==> config.mk <==
export PLATFORM = sky130hd
export DESIGN_NAME = dcache_port_arbiter
export DESIGN_NICKNAME = d
export VERILOG_FILES = /design/src/rtl/dcache_arb_pkg.sv /design/src/rtl/dcache_arb_chk.sv /design/src/rtl/dcache_arb_id_fifo.sv /design/src/rtl/dcache_port_arbiter.sv
export SDC_FILE = /design/constraint.sdc
export NUM_CORES = 1
export LEC_CHECK = 0
export CAP_MARGIN = 10
export CORE_AREA = 2 2 267 269
export DETAILED_ROUTE_END_ITERATION = 8
export DIE_AREA = 0 0 269 271
export GPL_TIMING_DRIVEN = 0
export SLEW_MARGIN = 15
export SYNTH_ARGS = -nofsm -noshare
export SYNTH_HDL_FRONTEND = slang
export SYNTH_SLANG_ARGS = --single-unit
==> constraint.sdc <==
create_clock -name clk_i -period 3.8 [get_ports clk_i]
set_input_delay 0.76 -clock clk_i [delete_from_list [all_inputs] [get_ports clk_i]]
set_output_delay 0.76 -clock clk_i [all_outputs]
set_load 0.01 [all_outputs]
==> src/rtl/dcache_arb_pkg.sv <==
// Shared types and the round-robin pick helper for the D$ port arbiter.
package dcache_arb_pkg;

  typedef enum logic [0:0] {
    IDLE   = 1'b0,
    LOCKED = 1'b1
  } arb_state_e;

  // Upper bound on requesters the pick helper can scan.
  localparam int unsigned MaxReq  = 8;
  localparam int unsigned IdxMaxW = 3;

  typedef logic [IdxMaxW-1:0] idx_t;
  typedef logic [IdxMaxW:0]   idx_ext_t;

  // First valid index at or after ptr, wrapping modulo num; returns ptr if none valid.
  function automatic idx_t rr_pick(input logic [MaxReq-1:0] valid,
                                   input idx_t              ptr,
                                   input idx_ext_t          num);
    idx_t     pick;
    logic     found;
    idx_ext_t cand;
    pick  = ptr;
    found = 1'b0;
    for (int i = 0; i < int'(MaxReq); i++) begin
      cand = idx_ext_t'(ptr) + idx_ext_t'(i);
      if (cand >= num) begin
        cand = cand - num;
      end else begin
        cand = cand;
      end
      if (!found && (idx_ext_t'(i) < num) && valid[cand[IdxMaxW-1:0]]) begin
        pick  = cand[IdxMaxW-1:0];
        found = 1'b1;
      end else begin
        found = found;
      end
    end
    return pick;
  endfunction

endpackage

==> src/rtl/dcache_arb_chk.sv <==
// Requester obligation: a stalled request keeps valid and its fields until accepted.
module dcache_arb_chk #(
  parameter int unsigned AddrWidth = 64,
  parameter int unsigned DataWidth = 64
) (
  input logic                   clk_i,
  input logic                   rst_i,
  input logic                   mem_valid_i,
  input logic                   mem_ready_i,
  input logic [AddrWidth-1:0]   mem_addr_i,
  input logic                   mem_we_i,
  input logic [DataWidth-1:0]   mem_wdata_i,
  input logic [DataWidth/8-1:0] mem_be_i
);

  a_stall_stable: assert property (@(posedge clk_i) disable iff (rst_i)
    (mem_valid_i && !mem_ready_i) |=>
      (mem_valid_i && $stable(mem_addr_i) && $stable(mem_we_i) &&
       $stable(mem_wdata_i) && $stable(mem_be_i)));

endmodule

==> src/rtl/dcache_arb_id_fifo.sv <==
// In-order FIFO of requester indices for accepted-but-unanswered D$ requests.
module dcache_arb_id_fifo
  import dcache_arb_pkg::*;
#(
  parameter int unsigned Width = 2,
  parameter int unsigned Depth = 7
) (
  input  logic             clk_i,
  input  logic             rst_i,
  input  logic             push_i,
  input  logic [Width-1:0] data_i,
  input  logic             pop_i,
  output logic             full_o,
  output logic             empty_o,
  output logic [Width-1:0] head_o
);

  localparam int unsigned PtrW = (Depth > 1) ? $clog2(Depth) : 1;
  localparam int unsigned CntW = $clog2(Depth + 1);
  localparam logic [PtrW-1:0] LastPtr = PtrW'(Depth - 1);

  logic [Width-1:0] mem_q [Depth];
  logic [PtrW-1:0]  wr_ptr_q, wr_ptr_d;
  logic [PtrW-1:0]  rd_ptr_q, rd_ptr_d;
  logic [CntW-1:0]  cnt_q, cnt_d;
  logic             push_ok_s, pop_ok_s;

  assign full_o    = (cnt_q == CntW'(Depth));
  assign empty_o   = (cnt_q == {CntW{1'b0}});
  assign head_o    = mem_q[rd_ptr_q];
  assign push_ok_s = push_i & ~full_o;
  assign pop_ok_s  = pop_i & ~empty_o;

  // Pointer and occupancy next-state; pointers wrap at Depth, which need not be a power of two.
  always_comb begin
    wr_ptr_d = wr_ptr_q;
    rd_ptr_d = rd_ptr_q;
    cnt_d    = cnt_q;
    if (push_ok_s) begin
      wr_ptr_d = (wr_ptr_q == LastPtr) ? {PtrW{1'b0}} : wr_ptr_q + PtrW'(1);
    end else begin
      wr_ptr_d = wr_ptr_q;
    end
    if (pop_ok_s) begin
      rd_ptr_d = (rd_ptr_q == LastPtr) ? {PtrW{1'b0}} : rd_ptr_q + PtrW'(1);
    end else begin
      rd_ptr_d = rd_ptr_q;
    end
    case ({push_ok_s, pop_ok_s})
      2'b10:   cnt_d = cnt_q + CntW'(1);
      2'b01:   cnt_d = cnt_q - CntW'(1);
      default: cnt_d = cnt_q;
    endcase
  end

  always_ff @(posedge clk_i) begin
    if (rst_i) begin
      wr_ptr_q <= {PtrW{1'b0}};
      rd_ptr_q <= {PtrW{1'b0}};
      cnt_q    <= {CntW{1'b0}};
    end else begin
      wr_ptr_q <= wr_ptr_d;
      rd_ptr_q <= rd_ptr_d;
      cnt_q    <= cnt_d;
    end
  end

  // Storage is only read under a valid occupancy, so it needs no reset.
  always_ff @(posedge clk_i) begin
    if (push_ok_s) begin
      mem_q[wr_ptr_q] <= data_i;
    end
  end

endmodule

==> src/rtl/dcache_port_arbiter.sv <==
// Round-robin arbiter sharing one write-through D$ port among NumReq requesters,
// with in-order response routing through an ID FIFO.
module dcache_port_arbiter
  import dcache_arb_pkg::*;
#(
  parameter int unsigned NumReq    = 3,
  parameter int unsigned AddrWidth = 64,
  parameter int unsigned DataWidth = 64,
  parameter int unsigned MaxOutstd = 7
) (
  input  logic                          clk_i,
  input  logic                          rst_i,
  input  logic [NumReq-1:0]             req_valid_i,
  output logic [NumReq-1:0]             req_ready_o,
  input  logic [NumReq*AddrWidth-1:0]   req_addr_i,
  input  logic [NumReq-1:0]             req_we_i,
  input  logic [NumReq*DataWidth-1:0]   req_wdata_i,
  input  logic [NumReq*DataWidth/8-1:0] req_be_i,
  output logic [NumReq-1:0]             rsp_valid_o,
  output logic [DataWidth-1:0]          rsp_rdata_o,
  output logic                          mem_valid_o,
  input  logic                          mem_ready_i,
  output logic [AddrWidth-1:0]          mem_addr_o,
  output logic                          mem_we_o,
  output logic [DataWidth-1:0]          mem_wdata_o,
  output logic [DataWidth/8-1:0]        mem_be_o,
  input  logic                          mem_rvalid_i,
  input  logic [DataWidth-1:0]          mem_rdata_i,
  output logic                          proto_err_o
);

  localparam int unsigned IdxW = $clog2(NumReq);
  localparam int unsigned BeW  = DataWidth / 8;
  localparam logic [IdxW-1:0] LastIdx = IdxW'(NumReq - 1);

  arb_state_e      state_q, state_d;
  logic [IdxW-1:0] lock_q, lock_d;
  logic [IdxW-1:0] rr_q, rr_d;
  logic            err_q, err_d;
  logic [IdxW-1:0] sel_s;
  logic            sel_vld_s;
  logic            mem_valid_s, hs_s, pop_s;
  logic            fifo_full_s, fifo_empty_s;
  logic [IdxW-1:0] fifo_head_s;

  // While locked only the latched requester is considered, so a stall cannot be stolen.
  always_comb begin
    if (state_q == LOCKED) begin
      sel_s     = lock_q;
      sel_vld_s = req_valid_i[lock_q];
    end else begin
      sel_s     = IdxW'(rr_pick(MaxReq'(req_valid_i), idx_t'(rr_q), idx_ext_t'(NumReq)));
      sel_vld_s = |req_valid_i;
    end
  end

  // Fullness alone gates acceptance; a same-cycle response never frees a slot early.
  assign mem_valid_s = sel_vld_s & ~fifo_full_s & ~rst_i;
  assign hs_s        = mem_valid_s & mem_ready_i;
  assign pop_s       = mem_rvalid_i & ~fifo_empty_s & ~rst_i;

  always_comb begin
    mem_valid_o = mem_valid_s;
    req_ready_o = {NumReq{1'b0}};
    if (mem_valid_s) begin
      mem_addr_o  = req_addr_i[sel_s*AddrWidth +: AddrWidth];
      mem_we_o    = req_we_i[sel_s];
      mem_wdata_o = req_wdata_i[sel_s*DataWidth +: DataWidth];
      mem_be_o    = req_be_i[sel_s*BeW +: BeW];
    end else begin
      mem_addr_o  = {AddrWidth{1'b0}};
      mem_we_o    = 1'b0;
      mem_wdata_o = {DataWidth{1'b0}};
      mem_be_o    = {BeW{1'b0}};
    end
    if (hs_s) begin
      req_ready_o[sel_s] = 1'b1;
    end else begin
      req_ready_o = {NumReq{1'b0}};
    end
  end

  always_comb begin
    rsp_valid_o = {NumReq{1'b0}};
    rsp_rdata_o = {DataWidth{1'b0}};
    if (pop_s) begin
      rsp_valid_o[fifo_head_s] = 1'b1;
      rsp_rdata_o              = mem_rdata_i;
    end else begin
      rsp_valid_o = {NumReq{1'b0}};
    end
  end

  // A locked requester that withdraws releases the port rather than wedging it.
  always_comb begin
    state_d = state_q;
    lock_d  = lock_q;
    rr_d    = rr_q;
    err_d   = err_q | (mem_rvalid_i & fifo_empty_s);
    case (state_q)
      IDLE: begin
        if (mem_valid_s && !mem_ready_i) begin
          state_d = LOCKED;
          lock_d  = sel_s;
        end else begin
          state_d = IDLE;
        end
      end
      LOCKED: begin
        if (!sel_vld_s || hs_s) begin
          state_d = IDLE;
        end else begin
          state_d = LOCKED;
        end
      end
      default: state_d = IDLE;
    endcase
    if (hs_s) begin
      rr_d = (sel_s == LastIdx) ? {IdxW{1'b0}} : sel_s + IdxW'(1);
    end else begin
      rr_d = rr_q;
    end
  end

  always_ff @(posedge clk_i) begin
    if (rst_i) begin
      state_q <= IDLE;
      lock_q  <= {IdxW{1'b0}};
      rr_q    <= {IdxW{1'b0}};
      err_q   <= 1'b0;
    end else begin
      state_q <= state_d;
      lock_q  <= lock_d;
      rr_q    <= rr_d;
      err_q   <= err_d;
    end
  end

  assign proto_err_o = err_q;

  dcache_arb_id_fifo #(
    .Width (IdxW),
    .Depth (MaxOutstd)
  ) u_id_fifo (
    .clk_i   (clk_i),
    .rst_i   (rst_i),
    .push_i  (hs_s),
    .data_i  (sel_s),
    .pop_i   (pop_s),
    .full_o  (fifo_full_s),
    .empty_o (fifo_empty_s),
    .head_o  (fifo_head_s)
  );

  dcache_arb_chk #(
    .AddrWidth (AddrWidth),
    .DataWidth (DataWidth)
  ) u_chk (
    .clk_i       (clk_i),
    .rst_i       (rst_i),
    .mem_valid_i (mem_valid_o),
    .mem_ready_i (mem_ready_i),
    .mem_addr_i  (mem_addr_o),
    .mem_we_i    (mem_we_o),
    .mem_wdata_i (mem_wdata_o),
    .mem_be_i    (mem_be_o)
  );

endmodule

==> results of run 1 <==
-- state kept, by name (all words and copies together) (netlist names), named ones only --
register and flops:
u_id_fifo.cnt_q 3, proto_err_o 1, state_q 1, u_id_fifo.rd_ptr_q 3, u_id_fifo.mem_q 14, rr_q 2
lock_q 2, u_id_fifo.wr_ptr_q 3
-- final cells by class --
class / count / area [µm²] / area share [%]
clock buffer: 5 / 125 / 0.771
tap: 940 / 1180 / 7.24
timing repair buffer: 768 / 7410 / 45.6
buffer: 79 / 930 / 5.73
inverter: 12 / 50.0 / 0.308
clock inverter: 3 / 42.5 / 0.262
sequential: 32 / 788 / 4.85
antenna: 13 / 32.5 / 0.200
multi-input combinational: 594 / 5680 / 35.0
-- report_power, final --
group | leakage [nW] | switching, mW | internal [mW]
Sequential | 0.276 | 0.0201 | 0.384
Combinational | 6.02 | 1.91 | 2.20
Clock | 0.0799 | 0.145 | 0.307
Total | 6.38 | 2.08 | 2.89
-- through the flow --
stage                     total power, mW  setup TNS (ns)
after floorplan                      1.65               0
after global placement               3.38         -269.65
after detailed placement             3.37         -244.12
after CTS                            4.35          -18.20
after global routing                 5.19          -28.56
final                                4.97          -13.98
-- how the worst max path moves through the flow --
stage,start,end
after floorplan,rr_q[1]$_SDFFE_PP0P_,mem_addr_o[52]
after global placement,req_valid_i[2],mem_wdata_o[29]
after detailed placement,req_valid_i[0],mem_wdata_o[3]
after CTS,rr_q[1]$_SDFFE_PP0P_,mem_wdata_o[60]
after global routing,rr_q[0]$_SDFFE_PP0P_,mem_wdata_o[32]
final,rr_q[1]$_SDFFE_PP0P_,mem_wdata_o[62]
-- layer usage --
metal  track usage (%)  up-vias  part of all wire (%)
li1                  -     4262                     -
met1              14.5     4262                    34
met2              25.6      547                    51
met3              6.10       80                    11
met4              6.56       16                   3.8
met5                 0        -                  0.18
-- what timing repair did --
| action | CTS | global route |
|---|---|---|
| cloned | 5 | 4 |
| pin swaps | 20 | 25 |
| setup buffers | 33 | 39 |
| gates resized for setup | 717 | 358 |
| endpoints found under the setup margin | 173 | 144 |
-- layout by cell type (no fill, tap or decap), types with 19 or more instances in the layout --
cell,instances
sky130_fd_sc_hd__buf_4,49
sky130_fd_sc_hd__and3_1,66
sky130_fd_sc_hd__clkbuf_1,19
sky130_fd_sc_hd__buf_2,92
sky130_fd_sc_hd__nand2_1,146
sky130_fd_sc_hd__mux2i_1,61
sky130_fd_sc_hd__clkdlybuf4s50_1,545
sky130_fd_sc_hd__mux2i_4,55
sky130_fd_sc_hd__buf_12,38
sky130_fd_sc_hd__o22ai_2,86
sky130_fd_sc_hd__o22ai_1,35
sky130_fd_sc_hd__buf_6,59
sky130_fd_sc_hd__mux2i_2,26
-- cells by family (layout without fill, tap and decap cells) --
| kind of cell | count (synthesis) | count (layout) |
|---|---|---|
| muxes | 148 | 148 |
| other | 0 | 13 |
| AOI/OAI and AO/OA | 177 | 177 |
| xor gates and xnor gates | 2 | 2 |
| buffers and inverters | 92 | 867 |
| adders and majority gates | 6 | 6 |
| and+or+nand+nor | 261 | 261 |
| DFF | 32 | 32 |
-- worst reg2reg max path, cell delays in order, from the launching register on --
cell	delay [ns]
sky130_fd_sc_hd__dfxtp_1	0.38
sky130_fd_sc_hd__o41ai_1	0.60
sky130_fd_sc_hd__nor3_4	0.07
sky130_fd_sc_hd__buf_12	0.17
sky130_fd_sc_hd__and2_0	0.15
sky130_fd_sc_hd__clkbuf_1	0.21
sky130_fd_sc_hd__inv_2	0.21
sky130_fd_sc_hd__ha_1	0.24
sky130_fd_sc_hd__inv_1	0.07
sky130_fd_sc_hd__fa_1	0.39
sky130_fd_sc_hd__xor2_1	0.16
sky130_fd_sc_hd__or3_1	0.31
sky130_fd_sc_hd__a21oi_1	0.16
==> impl_metrics.json, run 1 <==
{
  "run_status": "finished with violations",
  "failing_checks": "negative setup slack",
  "critical_path_cell_with_the_highest_stage_delay": "sky130_fd_sc_hd__a31oi_4",
  "tritoncts": "done",
  "timing.critical_path.required_ns": 3.04,
  "cell_at_the_root_of_the_clock_tree": "sky130_fd_sc_hd__clkbuf_16",
  "final-setup-viol-count": 133,
  "fp.coreArea_um2": 69800,
  "hold_worst_slack_ns": 0.473,
  "finalHoldViolCount": 0,
  "yosys.cell_count.top_type": "sky130_fd_sc_hd__nand2_1",
  "antenna_left": 0,
  "peakVddDrop_mv": 0.170,
  "r2r.worst_path.cells": 12,
  "critical_path_arrival_ns": 3.26,
  "pwr_density_cell_nw_per_um2": 306,
  "grt_use_total_pct": 14.4,
  "first_pass_iters": 5,
  "synth_compound_gate_area_share_pct": 24.1,
  "ys.flop_type": "sky130_fd_sc_hd__dfxtp_1",
  "vias": 9167,
  "maxcap_violations": 0,
  "synth_top_cells_by_area": "sky130_fd_sc_hd__mux2i_1 (26%), sky130_fd_sc_hd__o22ai_1 (12%), sky130_fd_sc_hd__nand2_1 (10%), sky130_fd_sc_hd__edfxtp_1 (7.8%), sky130_fd_sc_hd__and3_1 (7.6%)",
  "synth_area_um2": 5420,
  "synth_async_sr_flop_share_pct": 0,
  "port_buf_inserts": 689,
  "cp_common_cell": "sky130_fd_sc_hd__buf_4",
  "crit_type": "register to output port",
  "synth-warning-count": 0,
  "syn_area_per_cell_um2": 7.54,
  "drc": 0,
  "wire_length_of_the_first_global_routing_pass_um": 71800,
  "clock_tree_buffer_depth": 2,
  "number_of_antenna_violations_at_the_first_check_in_global_routing": 26,
  "critPathTopFamily": "buffers and inverters",
  "post_synth_fa_ha_maj_area_fraction_pct": 1.52,
  "syn-num-nets": 1206,
  "pre_cts_slack_ns": -2.27,
  "finalNetCount": 1980,
  "worstMarginPinSlew_ns": 0.890,
  "critical_path.reg2reg.endpoint": "u_id_fifo.cnt_q[2]$_SDFFE_PP0P_",
  "largest_net_degree_at_the_start_of_global_routing": 12,
  "finClkSkew_ns": 0.00272,
  "holdCritStartpoint": "proto_err_o$_SDFF_PP0_",
  "netlist-cell-type-count": 53,
  "yosys-mux-area-fraction_pct": 28.0,
  "critical_path.n_buffers_inverters": 6,
  "synth_edf_count": 14,
  "fraction_of_the_yosys_area_taken_by_sequential_cells_pct": 14.4,
  "timing.max_slew.rel_slack_pct": 40.1,
  "synth_top_cell_by_area": "sky130_fd_sc_hd__mux2i_1",
  "grt_overflow": 0,
  "final_non_filler_cell_total": 2446,
  "max_transition_viols_final": 0,
  "rsz0062_at_grt": "true",
  "detailedRoute.firstIterationViolations": 373,
  "avgViaCountPerCell": 3.75,
  "yosys_register_bits": 32,
  "timing.rr.start": "state_q$_SDFF_PP0_",
  "die_height_um": 271,
  "route.final.wire_length_um": 58000,
  "layout-area-overhead-vs-synth_pct": 200,
  "final_design_area_no_fill_um2": 16200,
  "timing.critical_path.cells": "inv_4 -> ha_4 -> mux2i_4 -> buf_4 -> buf_4 -> o32a_1 -> nand4b_1 -> a31oi_4 -> nand2b_4 -> buf_12 -> buf_8 -> o22ai_2 -> dlygate4sd2_1",
  "max_incr_delay_on_cp_ns": 0.40,
  "synth_top_area_share_pct": 26.1,
  "place.gp.congestion": 0.860,
  "clk_transition_reported_paths_ns": 0.05,
  "highest_achievable_clock_rate_mhz": 249,
  "rows": 97,
  "cp_max_fo": 10,
  "final.period_utilization_pct": 106,
  "min_delay_worst_endpoint": "proto_err_o$_SDFF_PP0_",
  "numCtsBuffers": 5,
  "holdBufCountCts": 0,
  "timing.critical_path.to_type": "output port",
  "cts_max_level": 2,
  "clock_sinks": 32,
  "detailedPlacementHpwl_um": 47400,
  "post_synthesis_cells": 718,
  "post_synth_most_frequent_cells": "sky130_fd_sc_hd__nand2_1 (147), sky130_fd_sc_hd__mux2i_1 (141), sky130_fd_sc_hd__o22ai_1 (108), sky130_fd_sc_hd__and3_1 (66), sky130_fd_sc_hd__clkbuf_1 (33)",
  "dieWidth_um": 269,
  "grt_pass1_vias": 9239,
  "finalCoreUtilization_pct": 23.3,
  "worstHoldPathType": "register to register",
  "number_of_i_o_pins": 691,
  "dpl-instance-area_um2": 13500,
  "critical_path.startpoint_type": "register",
  "place.detailed.instances": 2347,
  "floorplan_die_area_um2": 72900,
  "setup_ws_ns": -0.218,
  "leakage_power_nw": 6.38,
  "synth_top_family_by_area": "multiplexers",
  "holdPathStages": 2,
  "starting_utilization_of_the_core_area_pct": 7.76,
  "wire_per_inst_um": 23.7,
  "post_route_cells_drive_above_1_share_pct": 33.4,
  "yosys.area_share.xor_xnor_pct": 0.323,
  "worst-path-stages": 13,
  "period_minus_slack_ns": 4.02,
  "setup.reg_to_reg.worst_slack_ns": 0.59,
  "synth_simple_gate_area_share_pct": 22.9,
  "clock_insertion_delay_worst_skew_ns": 0.27,
  "num-fill-cells": 7617
}
Power figures use the tool's default switching activity.
==> run 2: changes to the inputs <==
--- a/config.mk
+++ b/config.mk
@@ -9,7 +9,7 @@
 export CORE_AREA = 2 2 267 269
 export DETAILED_ROUTE_END_ITERATION = 8
 export DIE_AREA = 0 0 269 271
-export GPL_TIMING_DRIVEN = 0
+export GPL_TIMING_DRIVEN = 1
 export SLEW_MARGIN = 15
 export SYNTH_ARGS = -nofsm -noshare
 export SYNTH_HDL_FRONTEND = slang
==> run 2 against run 1 <==
The flow still finishes with violations (negative setup slack). Highest routed layer unchanged. Critical endpoint is now mem_wdata_o[37]. Largest power group unchanged. First-iteration DRC count grew 5.4%. Largest cell class unchanged. Total power rose by 1.5%. Clock-buffer cell count grew 1.
==> impl_metrics.json, run 2 (synthesized netlist as in run 1, its figures left out) <==
{
  "final.period_utilization_pct": 107,
  "antenna_left": 0,
  "max_transition_viols_final": 0,
  "clk_transition_reported_paths_ns": 0.05,
  "wire_per_inst_um": 22.6,
  "timing.critical_path.cells": "buf_2 -> buf_4 -> nor2b_1 -> mux2i_2 -> or4_4 -> a32oi_4 -> buf_6 -> buf_12 -> clkbuf_16 -> buf_8 -> buf_12 -> mux2i_4 -> o22ai_2 -> buf_2",
  "route.final.wire_length_um": 55600,
  "layout_common_cells": "sky130_fd_sc_hd__clkdlybuf4s50_1 (547), sky130_fd_sc_hd__nand2_1 (145), sky130_fd_sc_hd__buf_2 (97)",
  "r2r.worst_path.cells": 13,
  "clock_sinks": 32,
  "crit_type": "primary input to output port",
  "netSwitchingFraction_pct": 39.8,
  "peakVddDrop_mv": 0.219,
  "max_flop_register": "u_id_fifo.mem_q",
  "switchingPower_mw": 2.00,
  "highest_achievable_clock_rate_mhz": 246,
  "grt_pass1_vias": 9710,
  "floorplan_die_area_um2": 72900,
  "largest_register_ffs": 14,
  "worstMarginPinSlew_ns": 0.645,
  "timing.max_slew.rel_slack_pct": 56.6,
  "layout-area-overhead-vs-synth_pct": 208,
  "number_of_antenna_violations_at_the_first_check_in_global_routing": 23,
  "critical_path.n_buffers_inverters": 8,
  "clock_tree_buffer_depth": 2,
  "finClkSkew_ns": 0.00476,
  "setup.reg_to_reg.worst_slack_ns": 0.90,
  "tns_ns": -18.06,
  "rows": 97,
  "tritoncts": "done",
  "critPathTopFamily": "buffers and inverters",
  "setup_ws_ns": -0.264,
  "worstHoldPathType": "register to register",
  "pwr_density_cell_nw_per_um2": 302,
  "run_status": "finished with violations",
  "failing_checks": "negative setup slack",
  "critical_path_cell_with_the_highest_stage_delay": "sky130_fd_sc_hd__or4_4",
  "fp.coreArea_um2": 69800,
  "dieWidth_um": 269,
  "detailedRoute.firstIterationViolations": 393,
  "period_minus_slack_ns": 4.06,
  "largest_net_degree_at_the_start_of_global_routing": 68,
  "p_int_mw": 3.04,
  "numCtsBuffers": 5,
  "leakage_power_nw": 6.62,
  "holdCritStartpoint": "proto_err_o$_SDFF_PP0_",
  "post_route_cells_drive_above_1_share_pct": 35.2,
  "p_seq_share_pct": 8.0,
  "holdBufCountCts": 0,
  "first_pass_iters": 5,
  "timing.rr.start": "lock_q[0]$_SDFFE_PP0P_",
  "critical_path.reg2reg.endpoint": "u_id_fifo.cnt_q[2]$_SDFFE_PP0P_",
  "final_non_filler_cell_total": 2465,
  "timing.critical_path.required_ns": 3.04,
  "critical_path_arrival_ns": 3.30,
  "power.share.clock_pct": 9.0,
  "finalHoldViolCount": 0,
  "cts_max_level": 2,
  "avgViaCountPerCell": 3.77,
  "cell_at_the_root_of_the_clock_tree": "sky130_fd_sc_hd__clkbuf_16",
  "number_of_i_o_pins": 691,
  "vias": 9282,
  "clock_insertion_delay_worst_skew_ns": 0.28,
  "final_design_area_no_fill_um2": 16700,
  "final-setup-viol-count": 136,
  "finalNetCount": 2006,
  "max_incr_delay_on_cp_ns": 0.46,
  "critical_path.startpoint_type": "primary input",
  "detailedPlacementHpwl_um": 44200,
  "rsz0062_at_grt": "true",
  "starting_utilization_of_the_core_area_pct": 7.76,
  "cp_max_fo": 6,
  "place.detailed.instances": 2377,
  "grt_use_total_pct": 14.1,
  "port_buf_inserts": 690,
  "power_frac_comb_pct": 83.0,
  "die_height_um": 271,
  "dpl-instance-area_um2": 14300,
  "place.gp.congestion": 0.865,
  "maxcap_violations": 0,
  "drc": 0,
  "mostFrequentLayoutCell": "sky130_fd_sc_hd__clkdlybuf4s50_1",
  "holdPathStages": 2,
  "timing.critical_path.to_type": "output port",
  "min_delay_worst_endpoint": "proto_err_o$_SDFF_PP0_",
  "wire_length_of_the_first_global_routing_pass_um": 72000,
  "grt_overflow": 0
}
run 2: cell count changes in the layout (fill, tap and decap cells not counted), sizes merged:
cell,change
dlygate4sd2,-2
clkdlybuf4s50,+2
diode,-7
clkinvlp,-1
buf,+60
clkbuf,-37
nand2b,+1
clkdlybuf4s15,+4
dlymetal6s2s,-1
run 2: worst reg2reg max path: cells and delay by family (launching register included):
family | cells | cell delay, ns
mux | 1 | 0.24
buf+inv | 4 | 0.44
fa+ha+maj | 2 | 0.54
flops | 1 | 0.45
xor+xnor | 1 | 0.16
compound gates | 2 | 0.44
simple gates | 3 | 0.56
run 2: repair_timing:
item	in CTS	in global routing
resized for setup	702	143
endpoints found under the hold margin	0	0
setup buffers	53	30
gates cloned	12	2
pin swaps	29	25
setup endpoints to repair	141	140
run 2: cell type report:
cell class | instances | area (µm²)
well taps | 940 | 1180
fillers | 7537 | 53100
flip-flops and latches | 32 | 788
clock buffers | 6 | 129
clock inverters | 2 | 35.0
multi-input cells | 595 | 5630
diodes | 6 | 15.0
repair buffers | 872 | 8860
inverters | 12 | 50.0
run 2: per-stage QoR:
stage | util [%] | setup WS, ns | total power, mW | hold WS [ns]
2_1_floorplan | - | 0.353 | 1.65 | 0.472
3_3_place_gp | 20.5 | -1.13 | 3.55 | 0.460
3_5_place_dp | 20.5 | -1.13 | 3.54 | 0.465
4_1_cts | 22.8 | -0.267 | 4.77 | 0.481
5_1_grt | 23.9 | -0.354 | 5.29 | 0.517
6_report | 23.9 | -0.264 | 5.04 | 0.479
run 2: worst max-delay path by stage:
stage	start	cells after the start	slack (ns)	endpoint
CTS	rr_q[0]$_SDFFE_PP0P_	16	-0.27	mem_addr_o[9]
finish	req_valid_i[2]	14	-0.26	mem_wdata_o[37]
floorplan	rr_q[1]$_SDFFE_PP0P_	11	0.35	mem_addr_o[52]
global placement	req_valid_i[2]	12	-1.13	mem_wdata_o[2]
global route	req_valid_i[2]	14	-0.35	mem_wdata_o[37]
detailed placement	req_valid_i[2]	12	-1.13	mem_wdata_o[2]
run 2: power by group through the flow:
stage                     registers [mW]  clock network (mW)  logic (mW)
after global routing               0.408               0.473        4.41
after floorplan                    0.405                   0        1.25
after global placement             0.410                   0        3.14
final                              0.405               0.452        4.18
after detailed placement           0.410                   0        3.13
after CTS                          0.405               0.460        3.90
run 2: per-layer routing:
metal / vias up / GRT usage, % / wire (µm) / part of all wire [%]
met2: 542 / 26.1 / 28200 / 51
met3: 84 / 5.26 / 5900 / 11
met5: - / 0 / 84 / 0.15
li1: 4309 / - / - / -
met4: 14 / 4.72 / 1840 / 3.3
met1: 4333 / 14.3 / 19600 / 35
